File: src/rtl/servant_timer_pkg.sv
// Shared constants for the servant timer: register word offsets, CTRL/STATUS
// bit positions, and a sizing helper for the prescaler counter.
package servant_timer_pkg;

  localparam logic [1:0] ADR_MTIME    = 2'd0;
  localparam logic [1:0] ADR_MTIMECMP = 2'd1;
  localparam logic [1:0] ADR_CTRL     = 2'd2;
  localparam logic [1:0] ADR_STATUS   = 2'd3;

  localparam int CTRL_EN_BIT        = 0;
  localparam int CTRL_IRQ_EN_BIT    = 1;
  localparam int CTRL_PERIODIC_BIT  = 2;
  localparam int STATUS_PENDING_BIT = 0;

  typedef struct packed {
    logic periodic;
    logic irq_en;
    logic en;
  } ctrl_t;

  // Counter width able to hold 0..n-1, never narrower than one bit.
  function automatic int unsigned cnt_width(input int unsigned n);
    if (n <= 2) return 1;
    return $clog2(n);
  endfunction

endpackage

File: src/rtl/servant_prescaler.sv
// Divide-by-DIV enable generator: counts 0..DIV-1 while enabled and pulses
// o_tick on the last count. i_clr forces the count back to 0.
module servant_prescaler
  import servant_timer_pkg::*;
#(
  parameter int unsigned DIV = 1
) (
  input  logic i_clk,
  input  logic i_rst,
  input  logic i_en,
  input  logic i_clr,
  output logic o_tick
);

  localparam int unsigned CW = cnt_width(DIV);
  localparam logic [CW-1:0] LAST = CW'(DIV - 1);

  logic [CW-1:0] r_cnt;

  assign o_tick = i_en & (r_cnt == LAST);

  always_ff @(posedge i_clk or posedge i_rst) begin
    if (i_rst) begin
      r_cnt <= '0;
    end else if (i_clr) begin
      r_cnt <= '0;
    end else if (i_en) begin
      r_cnt <= o_tick ? '0 : r_cnt + 1'b1;
    end
  end

endmodule

File: src/rtl/servant_timer.sv
// Memory-mapped machine timer: MTIME counter advanced by a prescaler tick,
// MTIMECMP match sets a sticky PENDING flag that drives a registered IRQ.
module servant_timer
  import servant_timer_pkg::*;
#(
  parameter int          WIDTH = 32,
  parameter int unsigned DIV   = 1
) (
  input  logic             i_clk,
  input  logic             i_rst,
  input  logic [1:0]       i_wb_adr,
  input  logic [WIDTH-1:0] i_wb_dat,
  input  logic             i_wb_we,
  input  logic             i_wb_cyc,
  output logic [WIDTH-1:0] o_wb_rdt,
  output logic             o_irq
);

  logic [WIDTH-1:0] r_mtime;
  logic [WIDTH-1:0] r_mtimecmp;
  ctrl_t            r_ctrl;
  logic             r_pending;
  logic             r_wr_done;
  logic             r_irq;

  logic             w_wr;
  logic             w_wr_mtime;
  logic             w_wr_cmp;
  logic             w_wr_ctrl;
  logic             w_wr_status;
  logic             w_tick;
  logic             w_hit;
  logic             w_pre_clr;
  logic [WIDTH-1:0] w_rdt;

  // The bus holds cyc for two clocks; only the first one may write.
  assign w_wr        = i_wb_cyc & i_wb_we & ~r_wr_done;
  assign w_wr_mtime  = w_wr & (i_wb_adr == ADR_MTIME);
  assign w_wr_cmp    = w_wr & (i_wb_adr == ADR_MTIMECMP);
  assign w_wr_ctrl   = w_wr & (i_wb_adr == ADR_CTRL);
  assign w_wr_status = w_wr & (i_wb_adr == ADR_STATUS);

  assign w_hit     = w_tick & (r_mtime == r_mtimecmp);
  assign w_pre_clr = w_wr_mtime | (w_wr_ctrl & ~i_wb_dat[CTRL_EN_BIT]);

  servant_prescaler #(
    .DIV (DIV)
  ) u_prescaler (
    .i_clk  (i_clk),
    .i_rst  (i_rst),
    .i_en   (r_ctrl.en),
    .i_clr  (w_pre_clr),
    .o_tick (w_tick)
  );

  always_ff @(posedge i_clk or posedge i_rst) begin
    if (i_rst) begin
      r_wr_done <= 1'b0;
    end else if (!i_wb_cyc) begin
      r_wr_done <= 1'b0;
    end else if (w_wr) begin
      r_wr_done <= 1'b1;
    end
  end

  always_ff @(posedge i_clk or posedge i_rst) begin
    if (i_rst) begin
      r_mtime    <= '0;
      r_mtimecmp <= '1;
      r_ctrl     <= '0;
      r_pending  <= 1'b0;
      r_irq      <= 1'b0;
    end else begin
      // A bus write to MTIME overrides whatever the tick would have done.
      if (w_wr_mtime) begin
        r_mtime <= i_wb_dat;
      end else if (w_tick) begin
        r_mtime <= (r_ctrl.periodic && (r_mtime == r_mtimecmp)) ? '0 : r_mtime + 1'b1;
      end

      if (w_wr_cmp) begin
        r_mtimecmp <= i_wb_dat;
      end

      if (w_wr_ctrl) begin
        r_ctrl.en       <= i_wb_dat[CTRL_EN_BIT];
        r_ctrl.irq_en   <= i_wb_dat[CTRL_IRQ_EN_BIT];
        r_ctrl.periodic <= i_wb_dat[CTRL_PERIODIC_BIT];
      end

      // Set beats a simultaneous write-1-to-clear so no match is lost.
      if (w_hit) begin
        r_pending <= 1'b1;
      end else if (w_wr_status && i_wb_dat[STATUS_PENDING_BIT]) begin
        r_pending <= 1'b0;
      end

      r_irq <= r_pending & r_ctrl.irq_en;
    end
  end

  always_comb begin
    w_rdt = '0;
    case (i_wb_adr)
      ADR_MTIME:    w_rdt = r_mtime;
      ADR_MTIMECMP: w_rdt = r_mtimecmp;
      ADR_CTRL: begin
        w_rdt[CTRL_EN_BIT]       = r_ctrl.en;
        w_rdt[CTRL_IRQ_EN_BIT]   = r_ctrl.irq_en;
        w_rdt[CTRL_PERIODIC_BIT] = r_ctrl.periodic;
      end
      default:      w_rdt[STATUS_PENDING_BIT] = r_pending;
    endcase
  end

  assign o_wb_rdt = w_rdt;
  assign o_irq    = r_irq;

endmodule

File: config.mk
export PLATFORM = sky130hd
export DESIGN_NAME = servant_timer
export DESIGN_NICKNAME = d
export VERILOG_FILES = /design/src/rtl/servant_timer_pkg.sv /design/src/rtl/servant_prescaler.sv /design/src/rtl/servant_timer.sv
export SDC_FILE = /design/constraint.sdc
export NUM_CORES = 1
export LEC_CHECK = 0
export ABC_CLOCK_PERIOD_IN_PS = 3300
export CAP_MARGIN = 20
export CORE_MARGIN = 2
export CORE_UTILIZATION = 35
export CTS_CLUSTER_DIAMETER = 30
export DETAILED_ROUTE_END_ITERATION = 12
export GPL_TIMING_DRIVEN = 0
export HOLD_SLACK_MARGIN = 0.08
export SLEW_MARGIN = 0
export SYNTH_ARGS = -nofsm -noshare
export SYNTH_HDL_FRONTEND = slang
export SYNTH_SLANG_ARGS = --single-unit
export TNS_END_PERCENT = 5
File: constraint.sdc
create_clock -name i_clk -period 3.3 [get_ports i_clk]
set_clock_uncertainty 0.1 [all_clocks]
set_input_delay 0.66 -clock i_clk [delete_from_list [all_inputs] [get_ports i_clk]]
set_output_delay 0.66 -clock i_clk [all_outputs]
set_load 0.02 [all_outputs]
Yosys cells after proc, flatten, opt, wreduce, memory -nomap -nowiden:

Cells that the tools add are included.

* add/sub/neg operators: 2
* equality and inequality tests: 5
* mux-type cells: 13
* bitwise logic cells: 14
* reduce and logical (&&, ||, !) cells: 6

Operators with widths (number)
* 32-bit two-way mux: 3
* 29-bit case mux with 2 select lines: 1
* 32-bit by 1-bit adder with 32-bit output, second input constant: 1
* 32-bit equality test: 1
* 1-bit AND: 10
* 1-bit two-way mux: 7
* 2-bit case mux with 3 select lines: 1
* 2-bit nonzero test: 3
* 2-bit equality test, second input constant: 2
* 1-bit inverter: 3
* 1-bit case mux with 3 select lines: 1
* 2-bit by 1-bit equality test with 1-bit output, second input constant: 1
* 1-bit logical AND: 2
* 2-bit logical NOT: 1
* 2-bit by 1-bit != test with 1-bit output, second input constant: 1
* 1-bit adder, second input constant: 1
* 1-bit bitwise OR: 1

* register bits: 71
* input bits: 38
* output and inout port bits: 33

Logic depth before layout (Yosys ltp):

* word-level depth: 6
* mapped depth: 8
* depth with buffers taken out: 7

Cells and area by module:

Synthesis repeated with hierarchy kept, for this count alone.

* cells, all modules: 467
* area total of the unflattened synthesis: 4484.3 µm²

By module, submodules not included
* servant_timer: instances 1, cells an instance 463, area each 4434.3 µm², sequential area each 1791.7 µm²
* servant_prescaler: instances 1, cells an instance 4, area each 50.0 µm², sequential area each 25.0 µm²

Worst setup path after synthesis:

Ideal clock, no wire load.

* kind: in2out
* from: input port i_wb_adr[0]
* to: output port o_wb_rdt[0]
* data arrival time: 1.848 ns
* required time: 2.540 ns
* slack: 0.692 ns
* stages: 3
* buffers on the path: 2
* cells stage by stage: clkbuf_1 > clkbuf_1 > mux4_2

* longest elaborated chain between the ends: 2
* elaborated cells between the ends (all ways): 4
* those cells by class: eq/ne: 2; mux: 1; reduce/logical: 1

Ends and longest elaborated chain
* from (decl): RTL line servant_timer.sv:11 `input logic [1:0] i_wb_adr,`
* 2-bit equality test, or another cell as far along: RTL line servant_timer.sv:104 `case (i_wb_adr)`
* 1-bit case mux with 3 select lines *: RTL line servant_timer.sv:104
* to (decl): RTL line servant_timer.sv:15 `output logic [WIDTH-1:0] o_wb_rdt,`

Every way passes the cells marked *; elsewhere a longest branch is shown, timed or not.

Final worst setup path:

* from: input port i_wb_adr[0]
* to: output port o_wb_rdt[20]

* longest elaborated chain between the ends: 2
* elaborated cells between the ends (all ways): 3
* those cells by class: eq/ne: 1; mux: 1; reduce/logical: 1

Ends and longest elaborated chain (RTL line)
* 2-bit by 1-bit equality test with 1-bit output / 2-bit logical NOT (equally long branches): servant_timer.sv:104
* 29-bit case mux with 2 select lines *: servant_timer.sv:104

Marked as above.

==> results.md <==
- Critical-path cell list: clkbuf_1 > clkbuf_2 > mux2i_1 > nor2_1 > clkdlybuf4s50_1
- Final hold viol count: 0
- Number of clock buffers inserted by TritonCTS: 9
- Run status: completed
- Placeable core area: 0.0122 sq mm
- Overall global routing resource usage: 19.9%
- Overall power consumption: 3590 uW
- Number of buffers between clock root and the deepest sink: 2
- Residual DRC: 0
- Kind of start point of the critical path: input pin
- Maximum number of pins on one net before global-route repair: 71
- Number of clock sinks: 71
- Final min period: 3.20 ns
- Worst slew margin relative to its limit: ~56%
- Largest stage delay, worst path: 0.62 ns
- GPL Wtd Cong: 0.889
- DIE AREA: 0.0135 sq mm
- Synth Net Count: 492
- Final global-route overflow total: 0
- 1st-iter DRT viols: around 150
- Tightest Pin Transition: 0.657 ns
- Setup fix buffers added after clock tree synthesis: 0
- Portion of the post-synthesis area used by sequential elements: about two fifths
- Highest attainable clock frequency: 313 MHz
- Synthesis warning total: 0
- Total of endpoints with negative setup slack in the final report: 0
- Via count of the first global-routing pass: 3,833
- Final Max Slew Viols: 0
- Synth Cell Area: 0.00440 sq mm
- Worst supply voltage drop on vdd: 242 uV
- Number of detailed-routing iterations run before antenna repair: 4
- Arrival time worst endpoint: 2.44 ns
- Power density cells: ~630 mW/mm^2
- RR Startpoint: r_mtime[3]$_DFFE_PP0P_
- Total Wirelength: 12,900 um
- H-tree depth: 3
- Initial standard-cell utilization of the core: 36.2%
- Element type at the critical path end: primary output
- Mean area per synthesized cell: between 9 and 10 sq um
- Critical path buffer and inverter count: 3
- Number of vias after detailed routing: about 3.7k
- Clock Pin Slew Worst Setup and Hold Paths: 0.06 ns
- Number of buffers added to fix hold violations after cts: 0
- Share of synthesized flip-flops with an asynchronous set or reset: 100%
- Die Width: roughly 120 um
- First-pass GRT wire length: 20,400 um
- Average wire per cell in the routed design: 18.2 um
- Max FO, Critical Path: 10
- Net count reported at finish: 574
- Post-Place Cells: 691
- DPL Wire Length: 9390 um
- Number of non-filler instances in the completed layout: 708
- DR vias/cell: roughly 5.2
- Type of the worst setup path: in -> out
- Leakage power: 0.00215 uW
- Layout cells sized above 1: 20.4%
- Number of antenna violations at the first check in global routing: 0
- Clock insertion delay at the later pin of the skew report: 0.33 ns
- Max-capacitance violation count: 0
- Worst hold slack: 0.437 ns
- Worst Setup SP: i_wb_adr[0]
- Antenna diode count: 0
- Top_reg_cell synth: dfrtp_1
- Met3 Track Usage GR: 3.37%
- Post-route antenna net violation count: 0
- Total of flip-flops plus latches after synthesis: 71
- GRT Max-Usage Layer: met2
- Required arrival time at the worst endpoint: 2.54 ns
- Post-synthesis to final-layout area growth: 29.0%
- Post-Route Setup TNS: 0 ns
- Clock tree from TritonCTS: done
- Number of enable flip-flop cells after synthesis: 0
- Met1 GRT Util: 26.4%
- Fill cell total of the finished layout: 1,193
- Cell variety after synth: 44
- Unrepaired setup endpoints after global routing: no
- Cell with the biggest individual delay on the critical path: clkdlybuf4s50_1
- Gate Count Post-Synth: 453
- I/O Buffers: 69
- Number of cell rows: 40
- Cell family with most CP delay: buffers and inverters
- Number of top-level pins: 71
- Chip Height: 116 um
- Met2 demand-to-capacity share in global routing: 33.8%
- Final period util: 96.9%
- Kind of path behind the tightest hold check: in -> async
- Master cell of the clock root buffer: clkbuf_16
cells in the mapped netlist, types with 2 or more instances:
library cell,n,area share [%]
mux2i_1,32,7.3
and3_1,6,0.85
clkbuf_2,2,0.23
a211oi_1,17,2.9
nor3_1,9,1.0
buf_1,3,0.26
o31ai_1,5,0.85
a221oi_1,2,0.40
dfrtp_1,39,22
nor2_1,81,6.9
clkbuf_1,19,1.6
clkbuf_8,4,1.2
nor2b_1,3,0.43
dfstp_2,32,19
inv_1,6,0.51
mux2_2,35,8.9
nand2_1,24,2.0
a21oi_1,5,0.57
nand4_1,23,3.3
nand3_1,13,1.5
xor2_1,8,1.6
xnor2_1,46,9.1
o21ai_0,10,1.1
nand2b_1,3,0.43
nor4_1,7,0.99
worst reg2reg max path: stages, from the launching register on:
cell and delay [ns]:
dfrtp_1 0.37, buf_6 0.13, xnor2_1 0.24, nand4_1 0.17, nor4_1 0.53, nand4_1 0.46, nor2_1 0.54, o41ai_1 0.15
flip-flops by register name (all words and copies together), names as in the netlist:
signal             flops
r_mtime               32
r_mtimecmp            32
r_ctrl                 3
o_irq                  1
r_pending              1
r_wr_done              1
u_prescaler.r_cnt      1
cell type report:
cell class	instances	area (sq um)	area share, %
inverters	6	25.0	0.440
plain buffers	31	180	3.17
well taps	168	210	3.70
multi-input cells	345	2390	42.1
clock buffers	11	253	4.45
flip-flops and latches	71	1820	32.0
clock inverters	5	80.1	1.41
repair buffers	71	723	12.7
cell families after synthesis:
logic type,share of synthesized area [%]
AND/OR/NAND/NOR,19.4
flip-flops,41.3
adder cells (fa/ha/maj),0.284
AO/OA/AOI/OAI,7.16
buffers and inverters,4.40
multiplexers,16.7
XOR/XNOR,10.7
per-layer routing:
layer  share of wire [%]  up-vias
met2                  49       90
met5                   0        -
met3                 3.8       12
met1                  46     1849
met4                0.89        0
li1                    -     1753
metrics by stage:
step                setup slack, ns  cell area [sq um]  utilization (%)
floorplan                     0.692               4400                -
global placement             -0.578               5310             43.6
detailed placement           -0.291               5340             43.9
CTS                          0.0767               5680             46.7
global route                0.00505               5680             46.7
finish                        0.103               5680             46.7
placed cells by master, fill, tap and decap left out, types with 2 or more instances in the layout:
cell type        netlist  final
nor2b_1                3      3
clkbuf_1              19     13
xnor2_1               46     46
nor4_1                 7      7
o31ai_1                5      5
nand3_1               13     13
nand2_1               24     24
nand2b_1               3      3
clkinvlp_4             0      2
bufinv_16              0      2
clkbuf_16              0      9
o21ai_0               10     10
nor2_1                81     81
buf_1                  3      2
dfrtp_1               39     39
a221oi_1               2      2
a211oi_1              17     17
xor2_1                 8      8
mux2_2                35     35
nor3_1                 9      9
clkdlybuf4s50_1        0     69
buf_2                  1      3
mux2i_1               32     32
clkbuf_2               2      8
inv_1                  6      5
nand4_1               23     23
and3_1                 6      6
a21oi_1                5      5
clkbuf_8               4      6
dfstp_2               32     32
final timing paths:
| path | slack, ns | cells after the start | end |
|---|---|---|---|
| setup / recovery | 0.10 | 5 | o_wb_rdt[20] |
| hold / removal | 0.44 | 2 | o_irq$_DFF_PP0_ |
| setup reg to reg | 0.48 | 7 | r_mtime[3]$_DFFE_PP0P_ |
| hold reg to reg | 0.44 | 2 | u_prescaler.r_cnt$_DFFE_PP0P_ |
| max in group asynchronous | 2.07 | 3 | r_mtimecmp[14]$_DFFE_PP1P_ |
| min in group i_clk | 0.44 | 2 | u_prescaler.r_cnt$_DFFE_PP0P_ |
where the power goes:
group | internal (uW) | total [uW] | leakage (uW) | switching [uW]
combinational | 579 | 1120 | 0.00121 | 545
sequential | 1140 | 1380 | 0.000779 | 236
clock | 702 | 1080 | 0.000158 | 382
total | 2420 | 3590 | 0.00215 | 1160
repair_timing:
action                     4_1_cts  5_1_grt
gates resized for setup          7        0
setup endpoints to repair       31        0
hold endpoints to repair         0        0
Power figures use the tool's default switching activity.
